`config.mk`:
```
export PLATFORM = sky130hd
export DESIGN_NAME = timestamp_capture
export DESIGN_NICKNAME = d
export VERILOG_FILES = /design/src/rtl/timestamp_capture_pkg.sv /design/src/rtl/timestamp_capture_sync_fifo.sv /design/src/rtl/timestamp_capture.sv
export SDC_FILE = /design/constraint.sdc
export NUM_CORES = 1
export LEC_CHECK = 0
export ABC_AREA = 0
export ABC_CLOCK_PERIOD_IN_PS = 2580
export CAP_MARGIN = 20
export CELL_PAD_IN_SITES_DETAIL_PLACEMENT = 1
export CELL_PAD_IN_SITES_GLOBAL_PLACEMENT = 2
export CORE_MARGIN = 3
export CORE_UTILIZATION = 38
export DETAILED_ROUTE_END_ITERATION = 10
export PLACE_DENSITY = 0.87
export SYNTH_ARGS = -nofsm -noshare
export SYNTH_HDL_FRONTEND = slang
export SYNTH_SLANG_ARGS = --single-unit
```
`constraint.sdc`:
```
create_clock -name clk -period 2.58 [get_ports clk]
set_input_delay 0.387 -clock clk [delete_from_list [all_inputs] [get_ports clk]]
set_output_delay 0.387 -clock clk [all_outputs]
set_load 0.01 [all_outputs]
```
`src/rtl/timestamp_capture_pkg.sv`:
```
// Shared constants for the timestamp capture block and its consumers.
// An entry is {wrap_flag, timestamp}; the flag sits directly above the timestamp field.
package timestamp_capture_pkg;

  localparam int unsigned TS_WIDTH    = 4;
  localparam int unsigned ENTRY_WIDTH = TS_WIDTH + 1;
  localparam int unsigned TS_LSB      = 0;
  localparam int unsigned WRAP_BIT    = TS_WIDTH;

  function automatic int unsigned entry_width(input int unsigned ts_width);
    return ts_width + 1;
  endfunction

  function automatic int unsigned wrap_bit_pos(input int unsigned ts_width);
    return ts_width;
  endfunction

endpackage

```
`src/rtl/timestamp_capture_sync_fifo.sv`:
```
// First-word-fall-through synchronous FIFO with an occupancy count.
// A push into a full FIFO is still accepted when a pop happens on the same edge.
module sync_fifo #(
  parameter int G_DATA_WIDTH = 5,
  parameter int G_DEPTH      = 4,
  localparam int FILL_W      = $clog2(G_DEPTH + 1),
  localparam int PTR_W       = $clog2(G_DEPTH)
) (
  input  logic                    clk,
  input  logic                    reset,
  input  logic                    push,
  input  logic [G_DATA_WIDTH-1:0] push_data,
  input  logic                    pop,
  output logic                    push_ok,
  output logic                    pop_ok,
  output logic [G_DATA_WIDTH-1:0] pop_data,
  output logic [FILL_W-1:0]       fill,
  output logic                    full,
  output logic                    empty
);

  logic [G_DATA_WIDTH-1:0] mem_q [G_DEPTH];
  logic [G_DATA_WIDTH-1:0] mem_d [G_DEPTH];
  logic [PTR_W-1:0]        head_q, head_d;
  logic [PTR_W-1:0]        tail_q, tail_d;
  logic [FILL_W-1:0]       fill_q, fill_d;

  always_comb begin
    empty   = (fill_q == '0);
    full    = (fill_q == FILL_W'(G_DEPTH));
    pop_ok  = pop & ~empty;
    push_ok = push & (~full | pop_ok);

    head_d = head_q + PTR_W'(pop_ok);
    tail_d = tail_q + PTR_W'(push_ok);

    unique case ({push_ok, pop_ok})
      2'b10:   fill_d = fill_q + FILL_W'(1);
      2'b01:   fill_d = fill_q - FILL_W'(1);
      default: fill_d = fill_q;
    endcase

    mem_d = mem_q;
    if (push_ok) begin
      mem_d[tail_q] = push_data;
    end
  end

  always_ff @(posedge clk or posedge reset) begin
    if (reset) begin
      head_q <= '0;
      tail_q <= '0;
      fill_q <= '0;
      for (int i = 0; i < G_DEPTH; i++) begin
        mem_q[i] <= '0;
      end
    end else begin
      head_q <= head_d;
      tail_q <= tail_d;
      fill_q <= fill_d;
      mem_q  <= mem_d;
    end
  end

  // Outputs read zero when empty so consumers never see stale entries.
  assign pop_data = empty ? '0 : mem_q[head_q];
  assign fill     = fill_q;

endmodule

```
`src/rtl/timestamp_capture.sv`:
```
// Timestamps rising edges of event_in with count_in and queues {wrap_flag, timestamp}.
// The wrap flag marks any counter decrease since the previous accepted capture.
module timestamp_capture
  import timestamp_capture_pkg::*;
#(
  parameter int G_WIDTH = TS_WIDTH,
  parameter int G_DEPTH = 4
) (
  input  logic                           clk,
  input  logic                           reset,
  input  logic [G_WIDTH-1:0]             count_in,
  input  logic                           event_in,
  output logic [G_WIDTH:0]               out_data,
  output logic                           out_valid,
  input  logic                           out_ready,
  output logic [$clog2(G_DEPTH+1)-1:0]   fill,
  output logic                           overflow
);

  localparam int EW = entry_width(G_WIDTH);

  logic               event_q, event_d;
  logic [G_WIDTH-1:0] prev_count_q, prev_count_d;
  logic               wrap_pend_q, wrap_pend_d;
  logic               overflow_q, overflow_d;

  logic               rise;
  logic               wrap;
  logic [EW-1:0]      entry;
  logic               push_ok;
  logic               pop_ok;
  logic               fifo_full;
  logic               fifo_empty;

  always_comb begin
    rise  = event_in & ~event_q;
    wrap  = (count_in < prev_count_q);
    entry = {wrap_pend_q | wrap, count_in};

    event_d      = event_in;
    prev_count_d = count_in;

    // A dropped capture keeps the pending wrap so the next accepted entry still reports it.
    if (push_ok) begin
      wrap_pend_d = 1'b0;
    end else begin
      wrap_pend_d = wrap_pend_q | wrap;
    end

    overflow_d = overflow_q | (rise & ~push_ok);
  end

  always_ff @(posedge clk or posedge reset) begin
    if (reset) begin
      event_q      <= 1'b0;
      prev_count_q <= '0;
      wrap_pend_q  <= 1'b0;
      overflow_q   <= 1'b0;
    end else begin
      event_q      <= event_d;
      prev_count_q <= prev_count_d;
      wrap_pend_q  <= wrap_pend_d;
      overflow_q   <= overflow_d;
    end
  end

  sync_fifo #(
    .G_DATA_WIDTH (EW),
    .G_DEPTH      (G_DEPTH)
  ) u_fifo (
    .clk       (clk),
    .reset     (reset),
    .push      (rise),
    .push_data (entry),
    .pop       (out_ready),
    .push_ok   (push_ok),
    .pop_ok    (pop_ok),
    .pop_data  (out_data),
    .fill      (fill),
    .full      (fifo_full),
    .empty     (fifo_empty)
  );

  assign out_valid = ~fifo_empty;
  assign overflow  = overflow_q;

endmodule

```
# After elaboration in Yosys (flattened, before gate mapping)
# Cells that the tools add are included.
# Widths: inputs -> output; s select.
# totals
register_bits	34
in_bits	8
output_inout_bits	10
# op_classes
addsub	4
magnitude_cmp	4
eq_ne	3
n_mux	9
n_bitwise	13
reduce_logical	3
# ops
op	n
$bwmux 20	1
$mux 5	4
$bmux 5 s2	1
$demux 5 s2	1
$ge 3x3->1 const B	2
$not 2->3	2
$pmux 3 s2	1
$add 2x1->2	2
$and 1x1->1	4
$lt 4x4->1	1
$not 1->1	4
$add 3x1->3 const B	1
$eq 3x3->1 const B	1
$logic_not 3->1	1
$lt 3x1->1 const B	1
$or 1x1->1	3
$sub 3x1->3 const B	1
$eq 2x1->1 const B	1
$eq 2x2->1 const B	1
$reduce_bool 2->1	1
$logic_and 1x1->1	1
$mux 1	1

# Logic depth before layout (Yosys ltp)
# Gate-level depths: netlist of the first run.
# depth
ltp_word	8
ltp_mapped	9
ltp_nobuf	8

# By module
# A second synthesis of the first run with hierarchy kept.
# hier_totals
cells_unflattened	111
hier_area_um2	1591.5
# by_module_without_submodules
mod	instances	cells_each	area_per_inst_um2
sync_fifo	1	86	1287.5
timestamp_capture	1	25	304.0

# Least setup slack after synthesis of the first run
# Ideal clock, no wire load.
# synth_path
kind	register to register
startpoint	register u_fifo.fill_q[0], in the netlist u_fifo.fill[0]
endpoint	register u_fifo.fill_q[2], in the netlist u_fifo.fill[2]
setup_time_ns	0.079
arrival_ns	2.144
required_time_ns	2.501
path_slack_ns	0.357
stages_incl_launch_ff	10
n_path_buf	1
synth_period_minus_slack_ns	2.223
cell_sequence	dfrtp_1 -> or4b_4 -> buf_6 -> nand2_1 -> ha_1 -> inv_1 -> fa_1 -> xor2_1 -> nor2_1 -> xor2_1
# synth_between
elab_chain_len	7
# synth_rtl
element	line_no	text
from (decl)	timestamp_capture_sync_fifo.sv:26	logic [FILL_W-1:0] fill_q, fill_d;
from (signal assigned)	timestamp_capture_sync_fifo.sv:60	fill_q <= fill_d;
$logic_not 3->1	timestamp_capture_sync_fifo.sv:29	empty = (fill_q == '0);
$not 1->1	timestamp_capture_sync_fifo.sv:31	pop_ok = pop & ~empty;
$and 1x1->1	timestamp_capture_sync_fifo.sv:31	
$or 1x1->1	timestamp_capture_sync_fifo.sv:32	push_ok = push & (~full | pop_ok);
$and 1x1->1	timestamp_capture_sync_fifo.sv:32	
$eq 2x1->1 / $eq 2x2->1 (equally long branches)	timestamp_capture_sync_fifo.sv:37	unique case ({push_ok, pop_ok})
$pmux 3 s2 / $reduce_bool 2->1 (equally long branches)	--	
# Several ways; a longest one is shown, not always the timed one.
# A chain may end at the register's enable or synchronous reset.

# Final worst setup path of the first run
# layout_path
startpoint	register u_fifo.head_q[0]
endpoint	output out_data[3]
# layout_between
elab_chain_len	5
# layout_rtl
element	line_no	text
from (decl)	timestamp_capture_sync_fifo.sv:24	logic [PTR_W-1:0] head_q, head_d;
from (signal assigned)	timestamp_capture_sync_fifo.sv:51	head_q <= '0;
from (signal assigned)	timestamp_capture_sync_fifo.sv:58	head_q <= head_d;
$not 2->3 (implied by the code)	timestamp_capture_sync_fifo.sv:66	assign pop_data = empty ? '0 : mem_q[head_q];
$bmux 5 s2	timestamp_capture_sync_fifo.sv:66	
$mux 5 (implied by the code) (2 in series)	timestamp_capture_sync_fifo.sv:66	
$mux 5	timestamp_capture_sync_fifo.sv:66	
to (decl)	timestamp_capture.sv:13	output logic [G_WIDTH:0] out_data,
# Every way passes these cells. The select of a mux whose other input is x is not followed.

==> results of run 1 <==
## sequential cells by signal, summed over array words and instances (netlist names)
name / cells
u_fifo.mem_q: 20
prev_count_q: 4
u_fifo.fill: 3
u_fifo.head_q: 2
u_fifo.tail_q: 2
event_q: 1
overflow: 1
wrap_pend_q: 1
## path summary, 6_finish.rpt
path / start / to / slack (ns) / depth (start not counted)
worst min register to register: overflow$_DFF_PP0_ / overflow$_DFF_PP0_ / 0.46 / 1
min in group asynchronous: reset / u_fifo.mem_q[2]$_DFFE_PP0P_ / 0.50 / 3
worst min-delay path: overflow$_DFF_PP0_ / overflow$_DFF_PP0_ / 0.46 / 1
worst max register to register: u_fifo.fill[0]$_DFFE_PP0P_ / u_fifo.fill[2]$_DFFE_PP0P_ / 0.36 / 8
max in group asynchronous: reset / u_fifo.mem_q[1]$_DFFE_PP0P_ / 1.77 / 3
worst max-delay path: u_fifo.head_q[0]$_DFF_PP0_ / out_data[3] / 0.15 / 3
## Yosys cell counts
library cell	instances	area (um2)
a2111o_1	1	11.3
a21o_1	1	7.51
nand2_1	3	11.3
a21oi_1	1	5.00
nand3_1	1	5.00
a41oi_1	6	52.6
nor3_1	2	10.0
o21ai_0	1	5.00
nor4b_1	1	8.76
and4_4	1	11.3
xnor2_1	1	8.76
nor2b_1	7	43.8
xor2_1	4	35.0
ha_1	6	75.1
nand2b_1	3	18.8
buf_6	2	22.5
mux2_2	12	135
dfrtp_1	34	851
and2_2	1	7.51
inv_1	11	41.3
fa_1	1	20.0
nor2_1	2	7.51
mux2i_1	1	10.0
mux2_4	4	60.1
clkbuf_1	3	11.3
mux4_2	5	113
nor4bb_1	1	10.0
and3_2	1	7.51
a31oi_1	2	12.5
or4b_4	1	13.8
## final cells by class
type | count | area share, %
well taps | 50 | 3.21
clock buffers | 6 | 4.23
inverters | 11 | 2.12
multi-input cells | 70 | 36.2
repair buffers | 22 | 10.6
flip-flops and latches | 34 | 43.6
## metrics by stage
stage	setup slack (ns)	utilization [%]	cells	hold WS [ns]	area, um2
global route	0.0460	48.1	193	0.499	1950
detailed placement	-0.0469	46.0	187	0.448	1870
global placement	0.0698	46.0	187	0.441	1870
CTS	0.0854	48.1	193	0.466	1950
finish	0.152	48.1	193	0.463	1950
floorplan	0.357	-	120	0.418	1630
## cell families after synthesis
logic type	after synthesis	synth area share (%)
AO/OA/AOI/OAI	12	5.75
XOR/XNOR	5	2.68
adder cells (fa/ha/maj)	7	5.83
buffers and inverters	16	4.60
flip-flops	34	52.1
multiplexers	22	19.5
AND/OR/NAND/NOR	24	9.51
## critical path, delay by kind of cell (launching register included)
kind                   cells  cell delay [ns]
buffers and inverters      1             0.47
and+or+nand+nor            1             0.15
DFF                        1             0.57
muxes                      1             0.56
## routing by layer
layer	wire [um]	vias up	global-route usage [%]
met1	1470	520	19.1
met4	97	0	9.39
met5	0	-	0
met2	1680	13	25.4
met3	65	7	2.52
li1	-	473	-
## power by group
group	internal (uW)	switching, uW	total [uW]
clock network	205	177	383
logic	618	356	974
registers	762	204	965
## placed cells by master (no fill, tap or decap)
master	instances
dfrtp_1	34
clkdlybuf4s50_1	17
mux2_2	12
inv_1	11
nor2b_1	7
a41oi_1	6
ha_1	6
clkbuf_8	6
mux4_2	5
buf_4	5
mux2_4	4
xor2_1	4
nand2b_1	3
nand2_1	3
nor3_1	2
nor2_1	2
a31oi_1	2
or4b_4	1
and4_4	1
nor4b_1	1
a2111o_1	1
o21ai_0	1
and3_2	1
nor4bb_1	1
and2_2	1
a21oi_1	1
a21o_1	1
xnor2_1	1
mux2i_1	1
nand3_1	1
fa_1	1
==> out/results.txt, run 1 <==
CTS tree -> built
TritonCTS Buffers -> 5
Critical Path RT -> 2.19 ns
Critical Path Sink Type -> output port
Max-cap viol count -> 0
Crit path DAT -> 2.04 ns
DRT iter0 DRCs -> 22
Max VDD drop -> 0.000333 V
Final min period -> 2.43 ns
GP Congestion -> 0.746
Initial Utilization -> 40.2%
Yosys warning total -> 0
Detailed Route WL -> 3.32 mm
DRT Pass-1 Iters -> 3
Worst slew pin tran -> 0.478 ns
Final hold vios -> 0
Rows -> 23
IO Pins -> 18
Multi-input gate area -> 706 um2
Clk root buf -> clkbuf_8
Initial antenna violation count -> 0
Die W -> 71.5 um
Slew headroom -> 67.7%
Syn avg cell area -> 13.6 um2
Vias/cell -> 5.25
Overall routing resource usage -> 15.5%
Largest net degree at the start of global routing -> 35
Overall power -> 2320 uW
Number of synthesized register bits -> 34
Wire per inst -> 17.2 um
Core outline area -> 0.00406 mm2
Part of the Yosys area used for sequential elements -> 52.1%
First-pass GRT wire length -> 5.89 mm
Post-CTS setup buffer count -> 0
Syn_nets -> 135
Clock slew at the register clock pins of the worst setup and hold paths -> 0.06 ns
Max Clock Skew -> 0.00422 ns
Post-route clock period utilization -> 94.1%
# DRC -> 0
CP cell instances -> mux4_2 -> nor2b_1 -> clkdlybuf4s50_1
CTS max path bufs -> 2
RSZ-0062 raised after global routing -> false
Setup violations, final -> 0
H-tree Lvls -> 2
Die Y -> 71.5 um
Leak -> 0.000859 uW
CTS Hold Buffers Added -> 0
Power per cell area -> 1190 mW/mm2
Vias in the first global route -> 1169
Synth Cell Area -> 0.00163 mm2
Area Overhead vs Synth -> 19.6%
Mapped Cells -> 120
Post-DRT Antenna Nets -> 0
GRT overflow -> 0
FILL cells -> 423
Setup tns final -> 0 ns
Via count -> 1013
Share of cells above drive strength 1 -> 25.2%
Critical Path Fanout Max -> 6
Die ar. -> 0.00512 mm2
Detailed placer's ending HPWL -> 2.49 mm
Final #Nets -> 159
CP peak stage delay -> 0.57 ns
F_max -> 412 MHz
CP startpoint kind -> flip-flop
Slowest cell on crit path -> dfrtp_1
Slew Viols, Final -> 0
Synth cell types -> 30
Register area -> 851 um2
ANT cells -> 0
Clock sinks -> 34
Hold WC Path Type -> reg -> reg
I/O Buffers -> 17
Status -> finished, final reports clean
Resize count post-CTS -> 0
Clk_lat worst skew -> 0.29 ns
Crit path kind -> reg -> out
(Power assumes the default switching activity.)
==> run 2, diff against run 1 <==
CORE_UTILIZATION = 39   (was 38)
PLACE_DENSITY = 0.88   (was 0.87)
SYNTH_HIERARCHICAL = 1   (was default)
==> run 2 against run 1 <==
Effect of this change:
- cell area did not move
- total power rose by 0.18%
- clock skew barely moved
- sequential share of layout area did not move
- non-clock buffer count did not move
- setup slack got worse by 0.0026 ns
- core utilization rose by 3.3 points
- critical endpoint is now out_data[1]
- largest cell class unchanged
- largest power group is now registers
==> out/results.txt, run 2 <==
Crit path DAT -> 2.04 ns (about the same)
Vias/cell -> 5.07 (-3.4%)
Post-route clock period utilization -> 94.2% (+0.10 points)
Area Overhead vs Synth -> 23.0%
Resize count post-CTS -> 0 (unchanged)
Max VDD drop -> 0.000477 V (+43%)
Initial Utilization -> 41.7% (+1.5 points)
Final #Nets -> 151 (-5.0%)
Clk_lat worst skew -> 0.29 ns (about the same)
GP Congestion -> 0.738 (-1.0%)
Initial antenna violation count -> 0 (unchanged)
Core Util, Final -> 51.4% (+3.3 points)
FF-to-FF setup slack -> 0.34 ns (-0.02 ns)
Sw Ratio -> 30.6% (-1.2 points)
TritonCTS Buffers -> 5 (unchanged)
Yosys warning total -> 6 (+6)
Slew Viols, Final -> 0 (unchanged)
Critical Path Sink Type -> output port
DRT Pass-1 Iters -> 4 (+1)
Worst slew pin tran -> 0.404 ns (-0.0735 ns)
Critical Path RT -> 2.19 ns (about the same)
Max Clock Skew -> 0.00402 ns (-0.000191 ns)
Clock slew at the register clock pins of the worst setup and hold paths -> 0.07 ns (about the same)
H-tree Lvls -> 2 (unchanged)
Share of cells above drive strength 1 -> 32.1% (+6.9 points)
Critical R2R Launch -> u_fifo/fill[0]$_DFFE_PP0P_
Core outline area -> 0.00380 mm2 (-6.4%)
Die W -> 69.8 um (-2.5%)
DRT iter0 DRCs -> 10 (-55%)
Critical Path End -> out_data[1]
CTS Hold Buffers Added -> 0 (unchanged)
Leak -> 0.000868 uW (+0.99%)
Most common cell after layout, fill and taps aside -> dfrtp_1
Detailed Route WL -> 3.26 mm (-1.7%)
I/O Buffers -> 17 (unchanged)
Hold WC Path Type -> in -> async
Wire per inst -> 17.6 um (+2.5%)
Sw power -> 711 uW (-3.6%)
Sequential share of power -> 40.2% (-1.4 points)
Detailed placer's ending HPWL -> 2.41 mm (-3.3%)
CTS tree -> built
Register area -> 851 um2 (unchanged)
# DRC -> 0 (unchanged)
Overall routing resource usage -> 15.6% (+0.17 points)
Clk root buf -> clkbuf_8
CP startpoint kind -> flip-flop
Die Y -> 69.8 um (-2.5%)
Combinational share of power -> 39.9% (-2.0 points)
Syn_nets -> 125 (-7.4%)
F_max -> 411 MHz (-0.11%)
Critical Path Fanout Max -> 6 (unchanged)
Max-cap viol count -> 0 (unchanged)
Crit path launch -> u_fifo/head_q[0]$_DFF_PP0_
Post-DRT Antenna Nets -> 0 (unchanged)
Rows -> 22 (-4.3%)
Placed insts -> 177 (-5.3%)
Via count -> 938 (-7.4%)
Commonest cells after routing, fill and taps aside -> 34 x dfrtp_1, 17 x clkdlybuf4s50_1, 15 x mux2_2, 12 x inv_1, 8 x clkbuf_8
ANT cells -> 0 (unchanged)
First-pass GRT wire length -> 5.62 mm (-4.7%)
Cell Int Power -> 1620 uW (+1.9%)
Synth Cell Area -> 0.00159 mm2 (-2.8%)
GRT overflow -> 0 (unchanged)
FF-to-FF End -> u_fifo/fill[2]$_DFFE_PP0P_
Slew headroom -> 73.0% (+5.3 points)
Reg with most FFs -> u_fifo/mem_q
FILL cells -> 381 (-9.9%)
Post-Layout Cell Count -> 185 (-4.1%)
CTS max path bufs -> 2 (unchanged)
Final min period -> 2.43 ns (+0.00262 ns)
Crit path kind -> reg -> out
Largest net degree at the start of global routing -> 28 (-20%)
Post-CTS setup buffer count -> 0 (unchanged)
Setup violations, final -> 0 (unchanged)
Final hold vios -> 0 (unchanged)
Max reg flops -> 20 (unchanged)
Status -> finished, final reports clean
FF-to-FF path depth -> 8 (unchanged)
Clock sinks -> 34 (unchanged)
Clock power frac -> 19.9% (+3.4 points)
Power per cell area -> 1190 mW/mm2 (+0.18%)
IO Pins -> 18 (unchanged)
Die ar. -> 0.00487 mm2 (-4.9%)
Multi-input gate area -> 677 um2 (-4.1%)
Mapped Cells -> 110 (-8.3%)
RSZ-0062 raised after global routing -> false
Syn avg cell area -> 14.4 um2 (+6.0%)
Vias in the first global route -> 1141 (-2.4%)
==> run 2: changes by cell type in the layout (fill, tap and decap cells not counted), moves of 2 or more <==
cell      previous run  this run
mux2_2              12        15
nand2b_1             3         1
a41oi_1              6         0
clkbuf_8             6         8
a31oi_1              2         0
==> run 2: layout make-up <==
class	count	area share, %
well taps	48	3.08
multi-input cells	61	34.7
clock buffers	8	5.64
flip-flops and latches	34	43.6
inverters	12	2.31
repair buffers	22	10.6
==> run 2: metrics by stage <==
step	setup TNS, ns	instance area (um2)	setup WS (ns)	hold WS (ns)	total power [uW]
4_1_cts	0	1950	0.114	0.361	2360
2_1_floorplan	0	1590	0.559	0.190	1490
5_1_grt	0	1950	0.0236	0.383	2490
6_report	0	1950	0.149	0.358	2330
3_3_place_gp	0	1840	0.154	0.440	1820
3_5_place_dp	-0.0228	1840	-0.0228	0.456	1890
==> run 2: how the worst min path moves through the flow <==
stage	from	to	slack [ns]	cells past startpoint
5_1_grt	reset	wrap_pend_q$_DFF_PP0_	0.38	2
6_report	reset	event_q$_DFF_PP0_	0.36	2
4_1_cts	reset	prev_count_q[0]$_DFF_PP0_	0.36	2
3_5_place_dp	overflow$_DFF_PP0_	overflow$_DFF_PP0_	0.46	1
2_1_floorplan	reset	event_q$_DFF_PP0_	0.19	1
3_3_place_gp	overflow$_DFF_PP0_	overflow$_DFF_PP0_	0.44	1
==> run 2: worst max-delay path: stages, from the launching register on <==
cell and delay, ns:
dfrtp_1 0.58, mux4_2 0.54, nor2b_1 0.16, clkdlybuf4s50_1 0.48
==> run 2: layer usage <==
layer / vias up / track usage (%) / part of all wire [%]
met3: 7 / 5.94 / 4.0
met5: - / 0 / 0
li1: 426 / - / -
met1: 487 / 17.4 / 41
met4: 0 / 7.66 / 2.3
met2: 18 / 26.2 / 53
==> run 2: power groups by stage <==
stage | Combinational (uW) | Clock (uW) | Sequential, uW
floorplan | 622 | 0 | 865
global placement | 894 | 0 | 921
detailed placement | 938 | 0 | 948
CTS | 942 | 475 | 941
global route | 1010 | 504 | 970
finish | 927 | 464 | 935
